## config.mk

```make
export PLATFORM = sky130hd
export DESIGN_NAME = io_bridge
export DESIGN_NICKNAME = d
export VERILOG_FILES = /design/src/rtl/io_bridge.sv
export SDC_FILE = /design/constraint.sdc
export NUM_CORES = 1
export LEC_CHECK = 0
export ABC_AREA = 1
export CAP_MARGIN = 20
export CORE_AREA = 2 2 154 156
export DETAILED_ROUTE_END_ITERATION = 10
export DIE_AREA = 0 0 156 158
export GPL_TIMING_DRIVEN = 0
export PLACE_DENSITY = 0.68
export SLEW_MARGIN = 20
export SYNTH_ARGS = -nofsm -noshare
export SYNTH_HDL_FRONTEND = slang
export SYNTH_SLANG_ARGS = --single-unit
```

## constraint.sdc

```tcl
create_clock -name clk_i -period 5.5 [get_ports clk_i]
set_input_delay 1.65 -clock clk_i [delete_from_list [all_inputs] [get_ports clk_i]]
set_output_delay 1.65 -clock clk_i [all_outputs]
set_load 0.03 [all_outputs]
```

## src/rtl/io_bridge.sv

```systemverilog
// io_bridge: CPU IO request to one-hot peripheral slot bridge with wait states and timeout.
module io_bridge #(
  parameter int ADDR_W = 14,
  parameter int NSLOT = 8,
  parameter int SLOT_LSB = 4,
  parameter logic [NSLOT-1:0] SLOT_EN = '1,
  parameter int TMO = 15
) (
  input  logic                  clk_i,
  input  logic                  rst_i,
  input  logic                  dbe_i,
  input  logic                  io_req_i,
  input  logic                  io_we_i,
  input  logic                  io_re_i,
  input  logic [ADDR_W-1:0]     io_addr_i,
  input  logic [31:0]           io_wd_i,
  output logic [31:0]           io_rd_o,
  output logic                  io_busy_o,
  output logic                  io_done_o,
  output logic                  io_err_o,
  output logic [NSLOT-1:0]      s_sel_o,
  output logic                  s_we_o,
  output logic                  s_re_o,
  output logic [SLOT_LSB-1:0]   s_a_o,
  output logic [31:0]           s_wd_o,
  input  logic [32*NSLOT-1:0]   s_rd_i,
  input  logic [NSLOT-1:0]      s_ack_i
);
  localparam int SW = $clog2(NSLOT);
  typedef enum logic [1:0] {IDLE, ISSUE, WAIT, DONE} state_t;
  state_t state_q, state_d;
  logic [SW-1:0] slot_q, slot_d, slot_in;
  logic [SLOT_LSB-1:0] off_q, off_d;
  logic [31:0] wd_q, wd_d, rd_q, rd_d, rd_sel;
  logic we_q, we_d, err_q, err_d, acc, ack, act;
  logic [7:0] cnt_q, cnt_d;
  assign slot_in = io_addr_i[SLOT_LSB+SW-1:SLOT_LSB];
  assign acc = io_req_i & ~dbe_i & (io_we_i | io_re_i);
  assign ack = s_ack_i[slot_q];
  assign rd_sel = s_rd_i[{slot_q, 5'd0} +: 32];
  assign act = (state_q == ISSUE) || (state_q == WAIT);
  always_comb begin
    state_d = state_q;
    slot_d = slot_q;
    off_d = off_q;
    wd_d = wd_q;
    we_d = we_q;
    rd_d = rd_q;
    err_d = err_q;
    cnt_d = cnt_q;
    case (state_q)
      IDLE: if (acc) begin
        slot_d = slot_in;
        off_d = io_addr_i[SLOT_LSB-1:0];
        wd_d = io_wd_i;
        we_d = io_we_i;
        rd_d = '0;
        err_d = ~SLOT_EN[slot_in];
        cnt_d = '0;
        state_d = SLOT_EN[slot_in] ? ISSUE : DONE;
      end
      ISSUE: begin
        state_d = ack ? DONE : WAIT;
        rd_d = (ack && !we_q) ? rd_sel : rd_q;
        cnt_d = 8'd1;
      end
      WAIT: begin
        // an ack arriving on the timeout cycle still completes cleanly
        state_d = (ack || cnt_q == 8'(TMO)) ? DONE : WAIT;
        rd_d = (ack && !we_q) ? rd_sel : rd_q;
        err_d = !ack && cnt_q == 8'(TMO);
        cnt_d = cnt_q + 8'd1;
      end
      default: begin
        state_d = IDLE;
        cnt_d = '0;
      end
    endcase
  end
  always_ff @(posedge clk_i or posedge rst_i) begin
    if (rst_i) begin
      state_q <= IDLE;
      slot_q <= '0;
      off_q <= '0;
      wd_q <= '0;
      we_q <= 1'b0;
      rd_q <= '0;
      err_q <= 1'b0;
      cnt_q <= '0;
    end else begin
      state_q <= state_d;
      slot_q <= slot_d;
      off_q <= off_d;
      wd_q <= wd_d;
      we_q <= we_d;
      rd_q <= rd_d;
      err_q <= err_d;
      cnt_q <= cnt_d;
    end
  end
  assign io_rd_o = rd_q;
  assign io_busy_o = act;
  assign io_done_o = state_q == DONE;
  assign io_err_o = (state_q == DONE) && err_q;
  assign s_sel_o = act ? {{(NSLOT-1){1'b0}}, 1'b1} << slot_q : '0;
  assign s_we_o = (state_q == ISSUE) && we_q;
  assign s_re_o = (state_q == ISSUE) && !we_q;
  assign s_a_o = off_q;
  assign s_wd_o = wd_q;
endmodule

```

[Yosys cells after proc, flatten, opt, wreduce, memory -nomap -nowiden]
Memories as Yosys holds them, arrays and structs flattened.
Cells that the tools add are included.
Operators by class
  add/subtract/negate cells: 1
  $lt $le $gt $ge: 2
  equality and inequality tests: 6
  shifts and indexed selects: 2
  mux-type cells: 16
  bitwise gates (word level): 5
  reduce and logical (&&, ||, !) cells: 16
Operators with widths (count)
  256-bit by 9-bit indexed part select with 32-bit output: 1
  32-bit two-way mux: 2
  32-bit case mux with 2 select lines: 1
  8-bit case mux with 3 select lines: 1
  8-bit two-way mux: 2
  8-bit by 1-bit adder with 8-bit output, second input constant: 1
  8-bit by 4-bit equality test with 1-bit output, second input constant: 1
  3-bit by 4-bit < comparator with 1-bit output, second input constant: 2
  1-bit by 3-bit << shifter with 8-bit output, first input constant: 1
  2-bit case mux with 3 select lines: 1
  1-bit logical AND: 5
  1-bit two-way mux: 5
  2-bit equality test, second input constant: 2
  2-bit two-way mux: 2
  2-bit AND reduction: 2
  2-bit nonzero test: 2
  1-bit binary-select mux with 3-bit select: 1
  3-bit AND reduction: 1
  1-bit AND: 2
  2-bit by 1-bit equality test with 1-bit output, second input constant: 1
  1-bit zero test: 2
  2-bit zero test: 1
  1-bit logical OR: 2
  2-bit by 1-bit inequality test with 1-bit output, second input constant: 1
  other kinds (5): 6
Word-level totals
  register bits after elaboration: 83
  ROM bits: 8
  memories: 1
Memory list
  (name not given): words 8, width 1, read ports 1, clocked after Yosys merged registers in 0, wr ports 0, RTL line 60  | state_d = SLOT_EN[slot_in] ? ISSUE : DONE;

[Depth between registers and ports, before layout]
  depth after elaboration: 5
  gate-level depth with buffers: 12

[Least setup slack after synthesis]
OpenSTA, ideal clock, no wires.
  kind: flip-flop to output port
  start point: register state_q[0]
  end point: output port s_sel_o[4]
  arrival time: 1.614 ns
  setup slack: 2.236 ns
  cell stages (with the launch flop): 5
  path buffers: 0
  cells stage by stage: dfrtp_1 inv_1 ha_1 nand2_1 nor2_1
Between the ends
  cells in the longest elaborated chain, start to end: 3
  elaborated cells between the ends (all ways): 4
  those cells by class: eq/ne (2); mux (1); reduce/logical (1)
RTL lines
  start, declared: RTL line 31  | state_t state_q, state_d;
  start signal, assigned: RTL line 91  | state_q <= state_d;
  2-bit by 1-bit equality test with 1-bit output / 2-bit equality test (equally long branches): RTL line 41  | assign act = (state_q == ISSUE) || (state_q == WAIT);
  1-bit logical OR *: RTL line 41
  via io_busy_o: RTL line 18  | output logic io_busy_o,
  8-bit two-way mux *: RTL line 105  | assign s_sel_o = act ? {{(NSLOT-1){1'b0}}, 1'b1} << slot_q : '0;
  end, declared: RTL line 21  | output logic [NSLOT-1:0] s_sel_o,
The timed path passes the listed nets; every way through them passes the cells marked *.

[Worst setup path after layout]
  start point: register slot_q[0]
  end point: output port s_sel_o[4]
Between the ends
  cells in the longest elaborated chain, start to end: 2
RTL lines
  start, declared: RTL line 32  | logic [SW-1:0] slot_q, slot_d, slot_in;
  start signal, assigned: RTL line 92  | slot_q <= slot_d;
  1-bit by 3-bit << shifter with 8-bit output: RTL line 105
  8-bit two-way mux: RTL line 105
No other way between the ends.

==> key figures <==
Outcome
  – Status: finished clean

Detailed routing
  – Via Count: approximately 6.5k
  – Violation count after the first detailed-route iteration: around 280
  – Final wirelength: 25400 um
  – Vias/cell: about 4.7
  – Drt first pass iters: 4
  – Routed Antenna Nets: 0
  – WL per Instance: 18.5 um
  – Residual DRC count: 0

Cells and area
  – Layout cells sized above 1: 0.0953
  – NumNets Final: ~1.4k
  – Area of the multi-input gates: a little under 0.003 mm2
  – Most common cell after layout, fill and taps aside: clkdlybuf4s50_1
  – Register area: 0.00208 mm2
  – Commonest cells after routing, fill and taps aside: clkdlybuf4s50_1 (389), nand2_1 (264), a22oi_1 (128)
  – Synth-to-layout area growth: 86.9%
  – Fillers: between 2k and 2.5k

Setup path
  – R2r worst-path depth: 9
  – Crit path kind: flop to output port
  – Critical Path Start Type: flop
  – Worst Path Max Fanout: 10
  – Req. time, crit path: 3850 ps
  – Crit Reg-Reg Startpoint: state_q[0]
  – Crit end category: output port
  – RR Endpoint: io_rd_o[24]
  – R2r setup slk: 3110 ps
  – Crit path DAT: between 2000 and 3000 ps

Synth
  – Largest family of logic cells by synthesized area: simple AND/OR/NAND/NOR gates
  – Post-synth cell types: 29
  – Cells after Synth: about 680
  – Synth Area in XOR/XNOR: 0.00819
  – Syn. warnings: 0
  – Synth Area in Compound Gates: 0.198
  – Post-Synthesis Net Count: roughly 1000
  – Adder-cell area share of the yosys netlist: 0.0117
  – Simple-Gate Fraction of Synth Area: 0.246
  – Synth Area per Inst: 7.92 um2
  – Share of the yosys chip area belonging to registers: 0.388
  – Mapped Area: roughly 0.0053 mm2
  – Share of the synthesized area in the top cell type: 0.388
  – Mux cell area share after synthesis: 0.0779
  – Ranking of synthesized cells by area: dfrtp_1 (39%), nand2_1 (19%), a22oi_1 (18%)
  – Cell taking the most area after synthesis: dfrtp_1
  – Flip-flop and latch count after synthesis: 83

Power and ir drop
  – Clock power share: 0.138
  – Switch Pwr: between 0.002 and 0.003 W
  – Power Internal: 0.00272 W
  – Sw Ratio: 0.490
  – Seq pwr share: 0.185
  – Combinational Power Share: 0.677
  – VDD IR-drop max: 0.000232 V
  – Static leakage: roughly 4.5 nW
  – Power Density: between 500 and 600 mW/mm2
  – Design Power: roughly 0.0053 W

Min path
  – Hold path endpoint: io_rd_o[31]
  – Hold depth: 2
  – Hold WC Path Type: flop to flop
  – Worst min-delay path startpoint: io_rd_o[31]

Die
  – Top-Level Pins: 397
  – Die area: roughly 0.025 mm2
  – Die W: 156 um
  – Die Ht: approximately 160 um
  – FP Rows: 56
  – Initial Utilization: 0.232
  – Core Region: around 0.023 mm2

Clocking
  – CTS sink count: slightly above 80
  – Num CTS Buffers: 9
  – Post-cts repair resize count: 0
  – CTS tree: done
  – CTS Hold Bufs: 0
  – Worst-path clk slew: ~70 ps
  – Level count of the clock H-tree: 3
  – Worst skew pair latency: between 300 and 400 ps
  – Clock Tree Root: clkbuf_16
  – Post-CTS setup repair buffer count: 0
  – Max Root-Sink Buffers: 2

Timing
  – Sum of negative setup slack: 0 ps
  – Rel. slew slack: 0.645
  – Setup violators final: 0
  – Final period util: 0.760
  – RSZ-0062 raised after global routing: false
  – Final hold violations: 0
  – Max Clk Rate: 239 MHz
  – Setup Skew: 10.3 ps
  – Worst-margin pin slew: about 530 ps
  – Minimum clock period: around 4200 ps
  – Max-slew violations: 0

Global routing
  – Largest net degree at the start of global routing: 55
  – Wire length of the first global-routing pass: 37200 um
  – Total gr overflow: 0
  – Tot GR Track Use: 0.200
  – Initial antenna violation count: 1
  – Vias in the first global route: ~6.6k

Place
  – Port Buffers: a little under 400
  – Routability Congestion: approximately 0.9
  – DP HPWL: 20300 um

Flow run
  – Max-Cap Viols: 0
-- metrics by stage --
| step | area, um2 | util | hold WS, ps | instances | setup WS, ps |
|---|---|---|---|---|---|
| detailed placement | 9630 | 0.418 | 459 | 1355 | 1660 |
| finish | 9990 | 0.433 | 470 | 1373 | 1320 |
| global route | 9990 | 0.433 | 498 | 1372 | 1170 |
| CTS | 9990 | 0.433 | 476 | 1371 | 1280 |
| global placement | 9600 | 0.417 | 455 | 1354 | 137 |
| floorplan | 5350 | - | 476 | 675 | 1710 |
-- registers in the layout, indices dropped and copies added, names as in the netlist --
register and flops:
we_q 1, cnt_q 8, io_rd_o 32, state_q 2, s_a_o 4, s_wd_o 32
slot_q 3, err_q 1
-- cells in the mapped netlist --
library cell / instances
nand2_4: 1
mux2_2: 37
a22oi_1: 128
buf_4: 11
ha_1: 5
nand2_1: 264
clkbuf_1: 5
o22ai_1: 2
buf_2: 24
inv_2: 2
nand4_1: 1
o21ai_0: 7
dfrtp_1: 83
nor2_1: 18
a21oi_1: 4
nand3_1: 40
o21ai_4: 1
nor3_1: 1
buf_6: 4
xor2_1: 4
inv_1: 22
buf_1: 3
xnor2_1: 1
inv_4: 1
nor2_2: 1
nand3_2: 2
o21ai_1: 1
o221ai_1: 1
nand2_2: 1
-- final cells by class --
class | instances | area share
multi-input combinational | 520 | 0.290
timing repair buffer | 390 | 0.392
buffer | 47 | 0.0278
inverter | 25 | 0.00989
clock inverter | 7 | 0.0128
clock buffer | 9 | 0.0225
antenna | 2 | 0.000501
tap | 290 | 0.0363
sequential | 83 | 0.208
-- power groups by stage --
stage                     clock network [W]  logic, W  registers (W)
after CTS                          0.000762   0.00366       0.000992
after detailed placement                  0   0.00365        0.00100
after global placement                    0   0.00363       0.000989
after global routing               0.000787   0.00395        0.00102
final                              0.000737   0.00362       0.000991
after floorplan                           0   0.00179        0.00140
-- logic make-up after synthesis --
logic type | Yosys count
simple gates | 329
mux | 37
flops | 83
buf+inv | 72
compound gates | 144
fa+ha+maj | 5
xor+xnor | 5
-- layer usage --
layer / GRT usage / vias to the layer above / share of wire
met5: 0 / - / 0
met4: 0.0660 / 0 / 0.027
met3: 0.0534 / 43 / 0.074
met2: 0.347 / 287 / 0.48
met1: 0.241 / 2985 / 0.42
li1: - / 3145 / -
-- critical path, stage by stage, from the launching register on --
cell and delay (ps):
dfrtp_1 370, buf_6 140, nor2_1 230, buf_4 280
buf_2 310, inv_1 90, nor2_1 90, clkdlybuf4s50_1 680
-- worst max path at each step --
stage | end | startpoint | slack [ps] | cells past startpoint
floorplan | cnt_q[0] | rst_i | 1710 | 1
detailed placement | s_sel_o[4] | slot_q[0] | 1660 | 7
CTS | s_sel_o[4] | slot_q[0] | 1280 | 7
finish | s_sel_o[4] | slot_q[0] | 1320 | 7
global route | s_sel_o[4] | slot_q[0] | 1170 | 7
global placement | io_rd_o[20] | rst_i | 140 | 2
No activity file was read; power rests on OpenSTA's default activity.
